$ cat src/rtl/morse_pkg.sv
// Shared constants for the morse input path: symbol codes, word geometry
// and the encoder FSM state encoding.
package morse_pkg;

    localparam logic [1:0] SYM_EMPTY = 2'b00;
    localparam logic [1:0] SYM_DOT   = 2'b01;
    localparam logic [1:0] SYM_DASH  = 2'b11;

    localparam int MAX_SYMBOLS = 5;
    localparam int CODE_W      = 10;

    typedef enum logic [1:0] {
        S_IDLE   = 2'd0,
        S_PRESS  = 2'd1,
        S_GAP    = 2'd2,
        S_COMMIT = 2'd3
    } state_e;

endpackage

$ cat src/rtl/key_debouncer.sv
// Two-flop synchronizer plus stability counter for an active-low push key.
// level is the debounced pressed level (1 = pressed).
module key_debouncer #(
    parameter int DEBOUNCE_CYCLES = 500000
) (
    input  logic clock,
    input  logic resetn,
    input  logic raw_n,
    output logic level
);

    localparam int W = $clog2(DEBOUNCE_CYCLES + 1);
    localparam logic [W-1:0] CNT_LAST = W'(DEBOUNCE_CYCLES - 1);

    logic         sync1_q, sync2_q;
    logic         level_q;
    logic [W-1:0] cnt_q;

    // sync2_q is still active-low, so equality with level_q means they differ.
    always_ff @(posedge clock or negedge resetn) begin
        if (!resetn) begin
            sync1_q <= 1'b1;
            sync2_q <= 1'b1;
            level_q <= 1'b0;
            cnt_q   <= '0;
        end else begin
            sync1_q <= raw_n;
            sync2_q <= sync1_q;
            if (sync2_q == level_q) begin
                if (cnt_q == CNT_LAST) begin
                    level_q <= ~level_q;
                    cnt_q   <= '0;
                end else begin
                    cnt_q <= cnt_q + W'(1);
                end
            end else begin
                cnt_q <= '0;
            end
        end
    end

    assign level = level_q;

endmodule

$ cat src/rtl/morse_encoder.sv
// Times debounced key presses into dot/dash symbols and packs up to five into
// a 10-bit code word. Define MORSE_ENCODER_ECHO_EN to add the echo[1:0] port.
module morse_encoder
    import morse_pkg::*;
#(
    parameter int DEBOUNCE_CYCLES = 500000,
    parameter int DASH_CYCLES     = 15000000,
    parameter int GAP_CYCLES      = 50000000,
    parameter int CNT_W           = 26
) (
    input  logic              clock,
    input  logic              resetn,
    input  logic              key_in,
    input  logic              commit,
    output logic [1:0]        sym,
    output logic              sym_valid,
    output logic [2:0]        sym_count,
    output logic [CODE_W-1:0] code_out,
    output logic              code_valid,
    output logic              overflow,
    output logic              busy
`ifdef MORSE_ENCODER_ECHO_EN
    ,
    output logic [1:0]        echo
`endif
);

    localparam logic [CNT_W-1:0] DASH_C   = CNT_W'(DASH_CYCLES);
    localparam logic [CNT_W-1:0] GAP_LAST = CNT_W'(GAP_CYCLES - 1);
    localparam logic [2:0]       MAX_CNT  = 3'(MAX_SYMBOLS);

    logic pressed;

    key_debouncer #(.DEBOUNCE_CYCLES(DEBOUNCE_CYCLES)) u_key_db (
        .clock  (clock),
        .resetn (resetn),
        .raw_n  (key_in),
        .level  (pressed)
    );

    state_e            state_q, state_d;
    logic [CNT_W-1:0]  cnt_q, cnt_d;
    logic [CODE_W-1:0] word_q, word_d;
    logic [2:0]        count_q, count_d;
    logic [1:0]        sym_q, sym_d;
    logic              sym_valid_q, sym_valid_d;
    logic [CODE_W-1:0] code_q, code_d;
    logic              code_valid_q, code_valid_d;
    logic              ovf_q, ovf_d;

    always_ff @(posedge clock or negedge resetn) begin
        if (!resetn) begin
            state_q      <= S_IDLE;
            cnt_q        <= '0;
            word_q       <= '0;
            count_q      <= '0;
            sym_q        <= '0;
            sym_valid_q  <= 1'b0;
            code_q       <= '0;
            code_valid_q <= 1'b0;
            ovf_q        <= 1'b0;
        end else begin
            state_q      <= state_d;
            cnt_q        <= cnt_d;
            word_q       <= word_d;
            count_q      <= count_d;
            sym_q        <= sym_d;
            sym_valid_q  <= sym_valid_d;
            code_q       <= code_d;
            code_valid_q <= code_valid_d;
            ovf_q        <= ovf_d;
        end
    end

    always_comb begin
        state_d      = state_q;
        cnt_d        = cnt_q;
        word_d       = word_q;
        count_d      = count_q;
        sym_d        = sym_q;
        sym_valid_d  = 1'b0;
        code_d       = code_q;
        code_valid_d = 1'b0;
        ovf_d        = ovf_q;
        case (state_q)
            S_IDLE: begin
                if (pressed) begin
                    state_d = S_PRESS;
                    cnt_d   = '0;
                end
            end
            S_PRESS: begin
                if (!pressed) begin
                    sym_d = (cnt_q == DASH_C) ? SYM_DASH : SYM_DOT;
                    for (int k = 0; k < MAX_SYMBOLS; k++) begin
                        if (count_q == 3'(k)) word_d[2*k +: 2] = sym_d;
                    end
                    count_d     = count_q + 3'd1;
                    sym_valid_d = 1'b1;
                    state_d     = S_GAP;
                    cnt_d       = '0;
                end else if (cnt_q != DASH_C) begin
                    cnt_d = cnt_q + CNT_W'(1);
                end
            end
            S_GAP: begin
                cnt_d = cnt_q + CNT_W'(1);
                // Commit (explicit or timeout) outranks a press in the same cycle.
                if (commit || cnt_q == GAP_LAST) begin
                    state_d = S_COMMIT;
                end else if (pressed) begin
                    if (count_q < MAX_CNT) begin
                        state_d = S_PRESS;
                        cnt_d   = '0;
                    end else begin
                        ovf_d = 1'b1;
                    end
                end
            end
            S_COMMIT: begin
                code_d       = word_q;
                code_valid_d = 1'b1;
                word_d       = {MAX_SYMBOLS{SYM_EMPTY}};
                count_d      = '0;
                ovf_d        = 1'b0;
                state_d      = S_IDLE;
            end
            default: state_d = S_IDLE;
        endcase
    end

    assign sym        = sym_q;
    assign sym_valid  = sym_valid_q;
    assign sym_count  = count_q;
    assign code_out   = code_q;
    assign code_valid = code_valid_q;
    assign overflow   = ovf_q;
    assign busy       = (state_q != S_IDLE);

`ifdef MORSE_ENCODER_ECHO_EN
    assign echo = {(state_q == S_PRESS) && (cnt_q == DASH_C), pressed};
`endif

endmodule
$ cat config.mk
export PLATFORM = sky130hd
export DESIGN_NAME = morse_encoder
export DESIGN_NICKNAME = d
export VERILOG_FILES = /design/src/rtl/morse_pkg.sv /design/src/rtl/key_debouncer.sv /design/src/rtl/morse_encoder.sv
export SDC_FILE = /design/constraint.sdc
export NUM_CORES = 1
export LEC_CHECK = 0
export BUFFER_PORTS_ARGS = -buffer_cell sky130_fd_sc_hd__buf_2
export CORE_UTILIZATION = 25
export CTS_BUF_LIST = sky130_fd_sc_hd__clkbuf_8
export DETAILED_ROUTE_END_ITERATION = 8
export MAX_ROUTING_LAYER = met4
export PLACE_DENSITY = 0.38
export REMOVE_ABC_BUFFERS = 1
export SLEW_MARGIN = 20
export SYNTH_ARGS = -nofsm -noshare
export SYNTH_HDL_FRONTEND = slang
export SYNTH_HIERARCHICAL = 1
export SYNTH_SLANG_ARGS = --single-unit
export TNS_END_PERCENT = 30
$ cat constraint.sdc
create_clock -name clock -period 2.5 [get_ports clock]
set_clock_uncertainty 0.1 [all_clocks]
set_input_delay 0.5 -clock clock [delete_from_list [all_inputs] [get_ports clock]]
set_output_delay 0.5 -clock clock [all_outputs]
set_load 0.02 [all_outputs]
==> results.json <==
{
  "utilization": 0.297,
  "cts_tree": "done",
  "end_kind": "flip-flop",
  "clk_latency_ps": 380,
  "initial_utilization": 0.259,
  "synth_seq_cells": 78,
  "wl_per_cell_um": 15.6,
  "tightest_slew_ps": 542,
  "drive_above_1_share": 0.181,
  "r2r_slack_ps": 280,
  "clock.fmax_ghz": 0.451,
  "die_h_um": 134,
  "io_buffers": 22,
  "grt_use_total": 0.140,
  "peakVddDrop_v": 0.000358,
  "yosysMostFrequentCell": "dfrtp_1",
  "worstReg2RegEnd": "cnt_q[22]$_DFFE_PN0P_",
  "fin_nets": 488,
  "preCtsSetupSlack_ps": 308,
  "io_pins": 23,
  "synth-edff-count": 0,
  "dieArea_um2": 17900,
  "path_max_fanout": 13,
  "start_kind": "flip-flop",
  "overflow": 0,
  "first_iter_violations": 143,
  "synth_cell_type_count": 60,
  "synth.avg_cell_area_um2": 9.76,
  "powerDensity_nw_per_um2": 795,
  "clkSlewWorstSetupHoldPaths_ps": 90,
  "numCtsBuffers": 9,
  "cp.arrival_ps": 2390,
  "hold_viol": 0,
  "cts_sinks": 78,
  "vias": 3480,
  "vias_per_cell": 5.00,
  "core_um2": 16800,
  "slew_violations": 0,
  "drc": 0,
  "dp_hpwl_um": 7770,
  "rows": 47,
  "status": "finished clean",
  "antenna_cells": 0,
  "final_area_um2": 4980,
  "finalNonFillerCells": 696,
  "synth_top_area_frac": 0.438,
  "place.gp.congestion": 0.742,
  "fill_cells": 1783,
  "cts_hold_buf": 1,
  "rsz0062_at_grt": "false",
  "htreeDepth": 3,
  "async_flop_share": 1.00,
  "ys_warn_count": 6,
  "drtPass1Iterations": 4,
  "synth_seq_area_share": 0.450,
  "cp_data_required_time_ps": 2670,
  "setup_viol": 0,
  "fin_tns_setup_ps": 0,
  "ys.flop_type": "dfrtp_1",
  "finalCriticalPeriod_ps": 2220,
  "total_power_mw": 3.96,
  "synth_area_leader_cell": "dfrtp_1",
  "rr_worst_depth": 8,
  "dieWidth_um": 134,
  "post_cts_buffers": 0,
  "grt_pass1_vias": 3465,
  "cts_root_buf": "clkbuf_8",
  "dp.cells": 679,
  "hold_path_depth": 1,
  "antenna_found_initial": 0,
  "syn_to_final_growth_pct": 14.5,
  "wl_um": 10900,
  "hold_ws_ps": 121,
  "path_class": "flip-flop to flip-flop",
  "drtAntennaViolNets": 0,
  "r2r-start": "state_q[1]$_DFFE_PN0P_",
  "ys_top_cells_by_area": "dfrtp_1 (44%), nand2_1 (4.3%), ha_1 (3.7%), xnor2_1 (3.0%), nand4_1 (2.9%)",
  "syn_inst": 445,
  "min-delay-start": "key_in",
  "setup_ws_ps": 281,
  "relSlewSlack": 0.635,
  "syn-cell-area_um2": 4350,
  "hold_class": "primary input to flip-flop",
  "post_cts_resized": 0,
  "dpl-instance-area_um2": 4770,
  "maxCapViolCount": 0,
  "cts_buffer_depth": 2,
  "grt_pass1_wl_um": 19000,
  "min_to": "u_key_db/sync1_q$_DFF_PN1_",
  "grt_max_degree": 36,
  "p_leak_nw": 2.02,
  "timing.final.crit_share": 0.888,
  "synthTopCellsByCount": "dfrtp_1 (76), nand2_1 (50), nor2_1 (26)"
}
## cells by family after synthesis
kind of cell             share of synthesized area
buffers and inverters                       0.0466
XOR/XNOR                                    0.0323
multiplexers                                0.0331
adder cells (fa/ha/maj)                     0.0374
AO/OA/AOI/OAI                                0.163
AND/OR/NAND/NOR                              0.238
flip-flops                                   0.450
## final cells by class
type / count / area, µm² / area share
flip-flops and latches: 78 / 1950 / 0.393
well taps: 220 / 275 / 0.0553
clock inverters: 7 / 77.6 / 0.0156
multi-input cells: 320 / 2190 / 0.440
repair buffers: 39 / 268 / 0.0538
clock buffers: 9 / 124 / 0.0249
inverters: 23 / 86.3 / 0.0173
## worst max-delay path, cell delays in order (launching register included)
cell and delay [ps]:
dfrtp_1 440, inv_1 180, ha_1 250, and2_1 170
o21a_1 140, buf_4 200, nand3b_2 100, buf_4 200
o41ai_2 330
## sequential cells by signal (all words and copies together) (netlist names)
register	count
state_q	2
u_key_db/sync1_q	1
cnt_q	26
sym	2
sym_count	3
code_out	10
u_key_db/cnt_q	19
sym_valid	1
u_key_db/level	1
code_valid	1
overflow	1
u_key_db/sync2_q	1
word_q	10
## placed cells by master, fill, tap and decap left out, drive strengths merged, types with 11 or more instances in the layout
cell type  netlist  layout
xnor2           15      15
nor2            26      26
inv             23      27
mux2            11      11
ha              13      13
o21ai           28      28
nor4            12      12
nand3           22      22
dfrtp           76      76
buf             12      38
nand2           50      50
nand4           23      23
## worst max-delay path by stage
stage / cells past startpoint / slack, ps / end / from
after global placement: 6 / 340 / cnt_q[5]$_DFFE_PN0P_ / u_key_db/level$_DFFE_PN0P_
after global routing: 7 / 100 / cnt_q[14]$_DFFE_PN0P_ / cnt_q[0]$_DFFE_PN0P_
after detailed placement: 8 / 310 / cnt_q[22]$_DFFE_PN0P_ / state_q[1]$_DFFE_PN0P_
final: 8 / 280 / cnt_q[22]$_DFFE_PN0P_ / state_q[1]$_DFFE_PN0P_
after floorplan: 7 / -670 / cnt_q[10]$_DFFE_PN0P_ / state_q[1]$_DFFE_PN0P_
after CTS: 8 / 280 / cnt_q[22]$_DFFE_PN0P_ / state_q[1]$_DFFE_PN0P_
## per-layer routing
| layer | vias to the layer above | track usage | wire length (µm) |
|---|---|---|---|
| li1 | 1705 | - | - |
| met1 | 1709 | 0.186 | 5580 |
| met2 | 57 | 0.209 | 4770 |
| met3 | 9 | 0.0374 | 378 |
| met4 | 0 | 0.0360 | 133 |
| met5 | - | - | 0 |
## power breakdown
part | switching (mW) | internal (mW) | total [mW]
logic | 0.889 | 0.534 | 1.42
clock network | 0.526 | 0.473 | 0.999
registers | 0.124 | 1.41 | 1.53
total | 1.54 | 2.42 | 3.96
(Power assumes the default switching activity.)
